$ cat src/rtl/regfile_ctrl_if.sv
// Debug/loader access bundle for regfile_ctrl. Signal suffixes are named from
// the controller's point of view: the controller (slave) receives *_i and drives *_o.
interface regfile_ctrl_if #(
    parameter int AW = 5,
    parameter int DW = 32
);
    logic          dbg_req_i;
    logic          dbg_we_i;
    logic [AW-1:0] dbg_addr_i;
    logic [DW-1:0] dbg_wdata_i;
    logic          dbg_ack_o;
    logic [DW-1:0] dbg_rdata_o;

    modport master (
        output dbg_req_i, dbg_we_i, dbg_addr_i, dbg_wdata_i,
        input  dbg_ack_o, dbg_rdata_o
    );

    modport slave (
        input  dbg_req_i, dbg_we_i, dbg_addr_i, dbg_wdata_i,
        output dbg_ack_o, dbg_rdata_o
    );
endinterface

$ cat src/rtl/regfile_ctrl.sv
// Register-file access controller: post-reset hardware clear, core/debug
// arbitration of the write port and read port 1, and x0 write suppression.
module regfile_ctrl #(
    parameter int AW             = 5,
    parameter int DW             = 32,
    parameter int NREG           = 32,
    parameter int CLEAR_ON_RESET = 1
) (
    input  logic          clk_i,
    input  logic          rst_ni,
    input  logic [AW-1:0] core_rs1_i,
    input  logic [AW-1:0] core_rs2_i,
    input  logic [AW-1:0] core_rd_i,
    input  logic          core_we_i,
    input  logic [DW-1:0] core_wdata_i,
    output logic [DW-1:0] core_dators1_o,
    output logic [DW-1:0] core_dators2_o,
    output logic          core_stall_o,
    output logic          init_done_o,
    regfile_ctrl_if.slave dbg,
    output logic [AW-1:0] rf_rs1_o,
    output logic [AW-1:0] rf_rs2_o,
    output logic [AW-1:0] rf_rd_o,
    output logic          rf_we_o,
    output logic [DW-1:0] rf_wdata_o,
    input  logic [DW-1:0] rf_dators1_i,
    input  logic [DW-1:0] rf_dators2_i
);
    typedef enum logic [1:0] {
        ST_CLEAR = 2'd0,
        ST_RUN   = 2'd1,
        ST_DBG   = 2'd2,
        ST_ACK   = 2'd3
    } state_t;

    localparam logic [AW-1:0] ZERO_A   = {AW{1'b0}};
    localparam logic [AW-1:0] ONE_A    = {{(AW-1){1'b0}}, 1'b1};
    localparam logic [AW-1:0] LAST_A   = AW'(NREG - 1);
    localparam logic [DW-1:0] ZERO_D   = {DW{1'b0}};
    localparam state_t        ST_START = (CLEAR_ON_RESET != 0) ? ST_CLEAR : ST_RUN;
    localparam logic          DONE_RST = (CLEAR_ON_RESET == 0);

    state_t        r_state;
    logic [AW-1:0] r_clr_cnt;
    logic [DW-1:0] r_dbg_rdata;
    logic          r_init_done;

    logic [AW-1:0] w_rs1;
    logic [AW-1:0] w_rd;
    logic          w_we;
    logic [DW-1:0] w_wdata;
    logic          w_stall;
    logic          w_ack;

    // Sequencer: state, clear counter, debug read capture and init flag.
    always_ff @(posedge clk_i) begin
        if (!rst_ni) begin
            r_state     <= ST_START;
            r_clr_cnt   <= ZERO_A;
            r_dbg_rdata <= ZERO_D;
            r_init_done <= DONE_RST;
        end else begin
            case (r_state)
                ST_CLEAR: begin
                    if (r_clr_cnt == LAST_A) begin
                        r_state     <= ST_RUN;
                        r_init_done <= 1'b1;
                        r_clr_cnt   <= ZERO_A;
                    end else begin
                        r_clr_cnt   <= r_clr_cnt + ONE_A;
                    end
                end
                ST_RUN: begin
                    if (dbg.dbg_req_i) begin
                        r_state <= ST_DBG;
                    end else begin
                        r_state <= ST_RUN;
                    end
                end
                ST_DBG: begin
                    // Reads sample the async port before any write lands.
                    if (!dbg.dbg_we_i) begin
                        r_dbg_rdata <= rf_dators1_i;
                    end
                    r_state <= ST_ACK;
                end
                ST_ACK: begin
                    r_state <= ST_RUN;
                end
                default: begin
                    r_state     <= ST_START;
                    r_clr_cnt   <= ZERO_A;
                    r_init_done <= DONE_RST;
                end
            endcase
        end
    end

    // Port routing decoded from the current state; stalled by default.
    always_comb begin
        w_rs1   = core_rs1_i;
        w_rd    = core_rd_i;
        w_wdata = core_wdata_i;
        w_we    = 1'b0;
        w_stall = 1'b1;
        w_ack   = 1'b0;
        case (r_state)
            ST_CLEAR: begin
                w_we    = 1'b1;
                w_rd    = r_clr_cnt;
                w_wdata = ZERO_D;
            end
            ST_RUN: begin
                w_we    = core_we_i && (core_rd_i != ZERO_A);
                w_stall = 1'b0;
            end
            ST_DBG: begin
                w_rs1   = dbg.dbg_addr_i;
                w_rd    = dbg.dbg_addr_i;
                w_wdata = dbg.dbg_wdata_i;
                w_we    = dbg.dbg_we_i && (dbg.dbg_addr_i != ZERO_A);
            end
            ST_ACK: begin
                w_ack   = 1'b1;
            end
            default: begin
                w_we    = 1'b0;
            end
        endcase
    end

    assign rf_rs1_o        = w_rs1;
    assign rf_rs2_o        = core_rs2_i;
    assign rf_rd_o         = w_rd;
    assign rf_we_o         = w_we;
    assign rf_wdata_o      = w_wdata;
    assign core_dators1_o  = rf_dators1_i;
    assign core_dators2_o  = rf_dators2_i;
    assign core_stall_o    = w_stall;
    assign init_done_o     = r_init_done;
    assign dbg.dbg_ack_o   = w_ack;
    assign dbg.dbg_rdata_o = r_dbg_rdata;
endmodule

$ cat src/flat_wrapper.sv
// flat-port wrapper written by rule: the top's interface ports become plain ports
module regfile_ctrl_flat 
#(
    parameter int AW             = 5,
    parameter int DW             = 32,
    parameter int NREG           = 32,
    parameter int CLEAR_ON_RESET = 1
)
  (clk_i, rst_ni, core_rs1_i, core_rs2_i, core_rd_i, core_we_i, core_wdata_i, core_dators1_o, core_dators2_o, core_stall_o, init_done_o, rf_rs1_o, rf_rs2_o, rf_rd_o, rf_we_o, rf_wdata_o, rf_dators1_i, rf_dators2_i, dbg_dbg_req_i, dbg_dbg_we_i, dbg_dbg_addr_i, dbg_dbg_wdata_i, dbg_dbg_ack_o, dbg_dbg_rdata_o);
  regfile_ctrl_if #(.AW(AW), .DW(DW)) dbg_i ();
  input  logic clk_i;
  input  logic rst_ni;
  input  logic [AW-1:0] core_rs1_i;
  input  logic [AW-1:0] core_rs2_i;
  input  logic [AW-1:0] core_rd_i;
  input  logic core_we_i;
  input  logic [DW-1:0] core_wdata_i;
  output logic [DW-1:0] core_dators1_o;
  output logic [DW-1:0] core_dators2_o;
  output logic core_stall_o;
  output logic init_done_o;
  output logic [AW-1:0] rf_rs1_o;
  output logic [AW-1:0] rf_rs2_o;
  output logic [AW-1:0] rf_rd_o;
  output logic rf_we_o;
  output logic [DW-1:0] rf_wdata_o;
  input  logic [DW-1:0] rf_dators1_i;
  input  logic [DW-1:0] rf_dators2_i;
  input wire logic [$bits(dbg_i.dbg_req_i)-1:0] dbg_dbg_req_i;
  input wire logic [$bits(dbg_i.dbg_we_i)-1:0] dbg_dbg_we_i;
  input wire logic [$bits(dbg_i.dbg_addr_i)-1:0] dbg_dbg_addr_i;
  input wire logic [$bits(dbg_i.dbg_wdata_i)-1:0] dbg_dbg_wdata_i;
  output wire logic [$bits(dbg_i.dbg_ack_o)-1:0] dbg_dbg_ack_o;
  output wire logic [$bits(dbg_i.dbg_rdata_o)-1:0] dbg_dbg_rdata_o;
  assign dbg_i.dbg_req_i = dbg_dbg_req_i;
  assign dbg_i.dbg_we_i = dbg_dbg_we_i;
  assign dbg_i.dbg_addr_i = dbg_dbg_addr_i;
  assign dbg_i.dbg_wdata_i = dbg_dbg_wdata_i;
  assign dbg_dbg_ack_o = dbg_i.dbg_ack_o;
  assign dbg_dbg_rdata_o = dbg_i.dbg_rdata_o;
  regfile_ctrl #(.AW(AW), .DW(DW), .NREG(NREG), .CLEAR_ON_RESET(CLEAR_ON_RESET)) u_core (.clk_i(clk_i), .rst_ni(rst_ni), .core_rs1_i(core_rs1_i), .core_rs2_i(core_rs2_i), .core_rd_i(core_rd_i), .core_we_i(core_we_i), .core_wdata_i(core_wdata_i), .core_dators1_o(core_dators1_o), .core_dators2_o(core_dators2_o), .core_stall_o(core_stall_o), .init_done_o(init_done_o), .dbg(dbg_i), .rf_rs1_o(rf_rs1_o), .rf_rs2_o(rf_rs2_o), .rf_rd_o(rf_rd_o), .rf_we_o(rf_we_o), .rf_wdata_o(rf_wdata_o), .rf_dators1_i(rf_dators1_i), .rf_dators2_i(rf_dators2_i));
endmodule
$ cat config.mk
export PLATFORM = sky130hd
export DESIGN_NAME = regfile_ctrl_flat
export DESIGN_NICKNAME = d
export VERILOG_FILES = /design/src/rtl/regfile_ctrl_if.sv /design/src/rtl/regfile_ctrl.sv /design/src/flat_wrapper.sv
export SDC_FILE = /design/constraint.sdc
export NUM_CORES = 1
export LEC_CHECK = 0
export ABC_AREA = 1
export BUFFER_PORTS_ARGS = -buffer_cell sky130_fd_sc_hd__buf_2
export CORE_AREA = 3 3 115 117
export DETAILED_ROUTE_END_ITERATION = 10
export DIE_AREA = 0 0 118 120
export GPL_ROUTABILITY_DRIVEN = 0
export PLACE_DENSITY = 0.65
export SYNTH_ARGS = -nofsm -noshare
export SYNTH_HDL_FRONTEND = slang
export SYNTH_SLANG_ARGS = --single-unit
$ cat constraint.sdc
create_clock -name clk_i -period 1.62 [get_ports clk_i]
set_input_delay 0.081 -clock clk_i [delete_from_list [all_inputs] [get_ports clk_i]]
set_output_delay 0.081 -clock clk_i [all_outputs]
set_load 0.005 [all_outputs]
==> results of run 1 <==
power groups by stage:
stage               sequential [mW]  combinational [mW]  clock, mW
floorplan                      1.04               0.379          0
global placement               1.04               0.609          0
detailed placement             1.04               0.606          0
CTS                            1.02               0.684       1.23
global route                   1.03               0.753       1.28
finish                         1.02               0.688       1.19
worst reg2reg max path, stage by stage (launching register included):
cell	delay (ps)
dfxtp_2	340
ha_1	210
inv_1	80
nor3_1	60
ha_1	200
nor2_2	150
inv_1	70
o21ai_0	150
a21oi_1	60
worst max path at each step:
stage / slack, ps / end / startpoint
5_1_grt: -60 / rf_wdata_o[17] / u_core.r_state[0]
3_5_place_dp: 3 / rf_wdata_o[19] / u_core.r_state[1]
3_3_place_gp: -3 / rf_wdata_o[19] / u_core.r_state[1]
6_report: 30 / rf_wdata_o[17] / u_core.r_state[0]
2_1_floorplan: 260 / rf_wdata_o[0] / u_core.r_state[0]
4_1_cts: 9 / rf_wdata_o[1] / u_core.r_state[0]
state kept, by name, summed over array words and instances (netlist names):
name                    flops
u_core.r_state              2
u_core.init_done_o          1
u_core.r_clr_cnt            5
u_core.dbg.dbg_rdata_o     32
layout by cell type (no fill, tap or decap), types with 6 or more instances in the layout:
cell / netlist / final
a21oi_1: 6 / 6
a22o_1: 32 / 31
buf_2: 8 / 224
buf_4: 71 / 9
dfxtp_1: 40 / 37
inv_1: 15 / 13
nand2_1: 32 / 32
nor2_1: 75 / 74
o21ai_0: 25 / 25
o21ai_1: 12 / 12
logic make-up after synthesis:
group                      after synthesis
xor gates and xnor gates                 1
and+or+nand+nor                        118
buffers and inverters                  106
adders and majority gates                6
DFF                                     40
AOI/OAI and AO/OA                       78
synth_stat cells, types with 3 or more instances:
library cell	number
buf_4	71
dfxtp_1	40
nand3_1	5
o21ai_0	25
nor2_1	75
o211ai_1	3
a21oi_1	6
inv_1	15
a22o_1	32
clkbuf_1	5
nand2_1	32
o21ai_1	12
inv_2	3
buf_2	8
ha_1	6
nor3_1	3
buf_6	3
per-stage QoR:
step | TNS [ps] | hold WS (ps)
final | 0 | 31.4
after global routing | -966 | 27.6
after CTS | 0 | 23.6
after detailed placement | 0 | 162
after global placement | -2.51 | 162
after floorplan | 0 | 216
metal layers:
| metal | routed length, um | global-route usage [%] |
|---|---|---|
| met5 | 0 | 0.735 |
| met4 | 329 | 5.57 |
| met3 | 1390 | 6.31 |
| met2 | 5740 | 26.4 |
| met1 | 4660 | 19.2 |
repair_timing:
action / CTS / global route
setup endpoints to repair: 37 / 40
buffers inserted: 2 / 2
hold buffers: 0 / 0
gates cloned: 2 / 0
resized for setup: 19 / 7
pin swaps: 2 / 1
layout make-up:
cell class	count	area, um2	share of cell area (%)
Tap cell	172	215	5.80
Sequential cell	40	807	21.8
Inverter	19	81.3	2.19
Timing Repair inverter	2	25.0	0.675
Timing Repair Buffer	239	1270	34.3
Clock inverter	1	30.0	0.810
Multi-Input combinational cell	203	1120	30.2
Antenna cell	1	2.50	0.0675
Clock buffer	7	153	4.12
==> metrics.txt, run 1 <==
Buf/Inv on CP 4; design area 0.00371 mm2; Pint 2.15 mW; Critical Path Max Stage Delay 350 ps; root buf cell clkbuf_16; aggregate global routing overflow 0; Final ANT Viol Nets 0; critical-path cell with the highest stage delay dfxtp_2; Startpoint Class flop; row cnt 41; clock network fraction of total power 41.1%; CP max FO 9; CTS clock-pin slew for the worst setup and hold paths 60 ps; fmax 629 MHz; Worst Hold End u_core.dbg.dbg_rdata_o[8]; post-synth top area cell dfxtp_1; first-pass GRT wire length 17.2 mm; Fin Clk Skew 3.65 ps; Sw Share 26.1%; Synth Area in Adders 2.92%; Die ar. 0.0142 mm2; Final Core Density 29.8%; Nets 669; Worst path depth 7; total power 2.91 mW; synth top area cells dfxtp_1, buf_4, nor2_1; Peak VDD IR 0.382 mV; portion of netlist area occupied by mux cells 0%; CTS tree yes; dpl cells 669; dpl ws 2.74 ps; clock sink count 40; cts bufs inserted 5; wire per inst 17.7 um; core footprint 0.0125 mm2; final setup margin 29.7 ps; final worst path period need 1590 ps; async set or reset register ratio after synthesis 0%; filler cell count 1410; Layout area overhead 44.4%; initial antenna violation count 2; LEAKAGE 2.10 nW; Syn Std Cell Area 0.00257 mm2; Post-Layout Cell Count 684; Yosys cell types 22; Yosys warning count 0; number of H-tree levels 2; pin count of the biggest net entering global routing 28; # Max-Cap Violations 0; Detailed Route WL 12.1 mm; All-Layer GR Usage 16.1%; register area share after synthesis 31.2%; top cell type's share of synthesized area 31.2%; IO Pins 300; Worst Tran Pin Value 428 ps; Critical R2R Launch u_core.r_clr_cnt[0]; synthesis-stage register bit count 40; Clock Tree Buf Depth 2; Final setup viols 0; Worst Path Required 1540 ps; Syn Area/Cell 7.36 um2; Slew headroom 71.4%; vias in the first global route 2785; Pwr Density 784 mW/mm2; CP Capture Type output pin; reg2reg end u_core.r_state[0]; initial core utilization 20.6%; crit path DAT 1510 ps; combinational family with the most area after synthesis buffers and inverters; layout cells sized above 1 51.9%; xor/xnor share of the synthesized area 0.341%; buffers added on ports 225; final HPWL from detailed placement 9.86 mm; ys flop type dfxtp_1; status finished, final reports clean; Die Y 120 um; net count after synthesis 508; Hold Crit Class input pin to flop; logic gate share of total power 23.7%; Crit Path Category flop to output pin; NetSw 0.757 mW; DR vias/cell 4.32; DRT iter0 DRCs 158; Compound-Gate Fraction of Synth Area 20.2%; DRC 0; post-synthesis simple-gate area fraction 18.2%; Post-synth EDFFs 0; insertion delay to the later sink of the worst-skew pair 280 ps; RSZ-0062 raised after global routing true; DR pass1 iterations 4; period utilization 98.2%; placed cell areas 0.00337 mm2; crit-path cells inv_4 > ha_4 > inv_2 > nand2_8 > inv_8 > a22o_1 > buf_2; Hold Crit Start rf_dators1_i[8]; Fin. Hold Viols 0; FF-to-FF setup slack 190 ps; Worst Reg2Reg Path Length in Cells 8; synthesized instance count 349; die width 118 um; pins over their slew limit 0; Sequential Power Share 35.2%; Largest delay share family, worst path buffers and inverters; Vias 2954; hold path depth 3
Power figures use the tool's default switching activity.
==> inputs of run 2 (changes only) <==
--- a/config.mk
+++ b/config.mk
@@ -10,8 +10,9 @@
 export CORE_AREA = 3 3 115 117
 export DETAILED_ROUTE_END_ITERATION = 10
 export DIE_AREA = 0 0 118 120
-export GPL_ROUTABILITY_DRIVEN = 0
 export PLACE_DENSITY = 0.65
+export RECOVER_POWER = 25
+export SETUP_SLACK_MARGIN = 0.05
 export SYNTH_ARGS = -nofsm -noshare
 export SYNTH_HDL_FRONTEND = slang
 export SYNTH_SLANG_ARGS = --single-unit
==> run 2 against run 1 <==
Effect of this change: wire length grew 0.63%; via count grew 0.68%; global-route usage is essentially flat; sequential share of layout area shrank 0.20 points; total power grew 0.33%; die area is the same; sequential power is essentially flat; core utilization grew 0.27 points; worst setup slack gained 33 ps; critical path depth is the same; combinational power grew 1%; hold slack is essentially flat; critical endpoint is now rf_wdata_o[19].
==> metrics.txt, run 2 (synthesis results as in run 1) <==
Vias 2974 (was 2954); Layout area overhead 45.7% (was 44.4%); row cnt 41 (unchanged); Fin. Hold Viols 0 (unchanged); RD Place Congestion 0.814; Critical R2R Launch u_core.r_clr_cnt[0] (unchanged); Startpoint Class flop (unchanged); commonest non-fill, non-tap cell in the layout buf_2 (unchanged); Slew headroom 71.4% (about the same); commonest cells after routing, fill and taps aside buf_2, nor2_1, dfxtp_1 (unchanged); Final ANT Viol Nets 0 (unchanged); root buf cell clkbuf_16 (unchanged); die width 118 um (unchanged); CP startpoint u_core.r_state[0] (unchanged); DRT iter0 DRCs 168 (was 158); core footprint 0.0125 mm2 (unchanged); pins over their slew limit 0 (unchanged); crit path DAT 1480 ps (was 1510 ps); wire per inst 17.8 um (was 17.7 um); status finished, final reports clean (unchanged); DRC 0 (unchanged); initial core utilization 20.6% (unchanged); final worst path period need 1560 ps (was 1590 ps); Min Hold Slack 31.5 ps (was 31.4 ps); Crit Path Category flop to output pin (unchanged); Clock Tree Buf Depth 2 (unchanged); vias in the first global route 2801 (was 2785); insertion delay to the later sink of the worst-skew pair 280 ps (about the same); CP Capture Type output pin (unchanged); Pwr Density 779 mW/mm2 (was 784 mW/mm2); # Max-Cap Violations 0 (unchanged); Fin Clk Skew 3.85 ps (was 3.65 ps); Final Core Density 30.0% (was 29.8%); layout cells sized above 1 53.4% (was 51.9%); Sum Neg Setup Slack 0 ps (unchanged); CTS tree yes (unchanged); IO Pins 300 (unchanged); DR vias/cell 4.35 (was 4.32); Die ar. 0.0142 mm2 (unchanged); area of the multi-input gates 0.00115 mm2 (was 0.00112 mm2); Peak VDD IR 0.382 mV (about the same); Worst Path Required 1540 ps (about the same); Die Y 120 um (unchanged); Detailed Route WL 12.2 mm (was 12.1 mm); All-Layer GR Usage 16.2% (was 16.1%); cts bufs inserted 5 (unchanged); Final setup viols 0 (unchanged); period utilization 96.1% (was 98.2%); Worst Tran Pin Value 428 ps (about the same); Hold Crit Class input pin to flop (unchanged); number of flip-flops in the largest register 32 (unchanged); DR pass1 iterations 4 (unchanged); final HPWL from detailed placement 9.86 mm (unchanged); filler cell count 1410 (unchanged); LEAKAGE 2.09 nW (was 2.10 nW); initial antenna violation count 2 (unchanged); fmax 642 MHz (was 629 MHz); number of H-tree levels 2 (unchanged); Nets 669 (unchanged); first-pass GRT wire length 17.2 mm (about the same); CTS clock-pin slew for the worst setup and hold paths 60 ps (about the same); clock sink count 40 (unchanged); pin count of the biggest net entering global routing 28 (unchanged); Sequential Area 807 um2 (unchanged); Hold Crit Start rf_dators1_i[8] (unchanged); CP max FO 9 (unchanged); aggregate global routing overflow 0 (unchanged); RSZ-0062 raised after global routing true (unchanged); buffers added on ports 225 (unchanged)
-- run 2: changes by cell type in the layout (fill, tap and decap cells not counted), moves of 2 or more --
cell,before,now
nand2_2,0,4
inv_4,1,4
nand2_1,32,28
inv_1,13,11
-- run 2: power by group --
part / switching, mW / internal (mW) / total, mW
clock: 0.383 / 0.811 / 1.19
sequential: 0.0194 / 1.00 / 1.02
combinational: 0.360 / 0.337 / 0.697
total: 0.762 / 2.15 / 2.92
-- run 2: critical path, cell delays in order (launching register included) --
cell and delay [ps]:
dfxtp_2 330, inv_4 70, ha_4 170, inv_4 60, nand2_8 120, inv_8 70, a22o_4 240, buf_2 130
-- run 2: final cells by class --
cell class / count / area share (%)
antenna: 1 / 0.0669
clock buffer: 7 / 4.08
clock inverter: 1 / 0.802
inverter: 19 / 2.37
multi-input combinational: 203 / 30.8
sequential: 40 / 21.6
tap: 172 / 5.75
timing repair buffer: 239 / 34.0
timing repair inverter: 2 / 0.535
-- run 2: what timing repair did --
action                     4_1_cts  5_1_grt
gates resized for setup         25       13
setup buffers                    3        1
setup endpoints to repair       37       41
gates cloned                     2        0
pin swaps                        3        8
hold buffers                     0        0
-- run 2: routing by layer --
layer / wire length (um) / share of wire (%) / up-vias / GRT usage (%)
met5: 0 / 0 / - / 0.735
met4: 329 / 2.7 / 0 / 5.49
met3: 1320 / 11 / 14 / 6.41
met2: 5810 / 48 / 194 / 26.7
met1: 4740 / 39 / 1372 / 19.1
li1: - / - / 1394 / -
-- run 2: worst paths after layout --
path	slack, ps	endpoint	cells past startpoint
setup / recovery	60	rf_wdata_o[19]	7
hold / removal	30	u_core.dbg.dbg_rdata_o[8]	3
setup reg to reg	220	u_core.r_state[0]	8
hold reg to reg	450	u_core.init_done_o	2
-- run 2: per-stage QoR --
step                instance area (um2)  cells  setup slack, ps  total power, mW
finish                             3740    684             63.0             2.92
global route                       3740    684            0.839             3.07
CTS                                3690    682             47.0             2.95
detailed placement                 3370    669             2.74             1.65
global placement                   3370    669            -2.51             1.65
floorplan                          2570    349              264             1.42
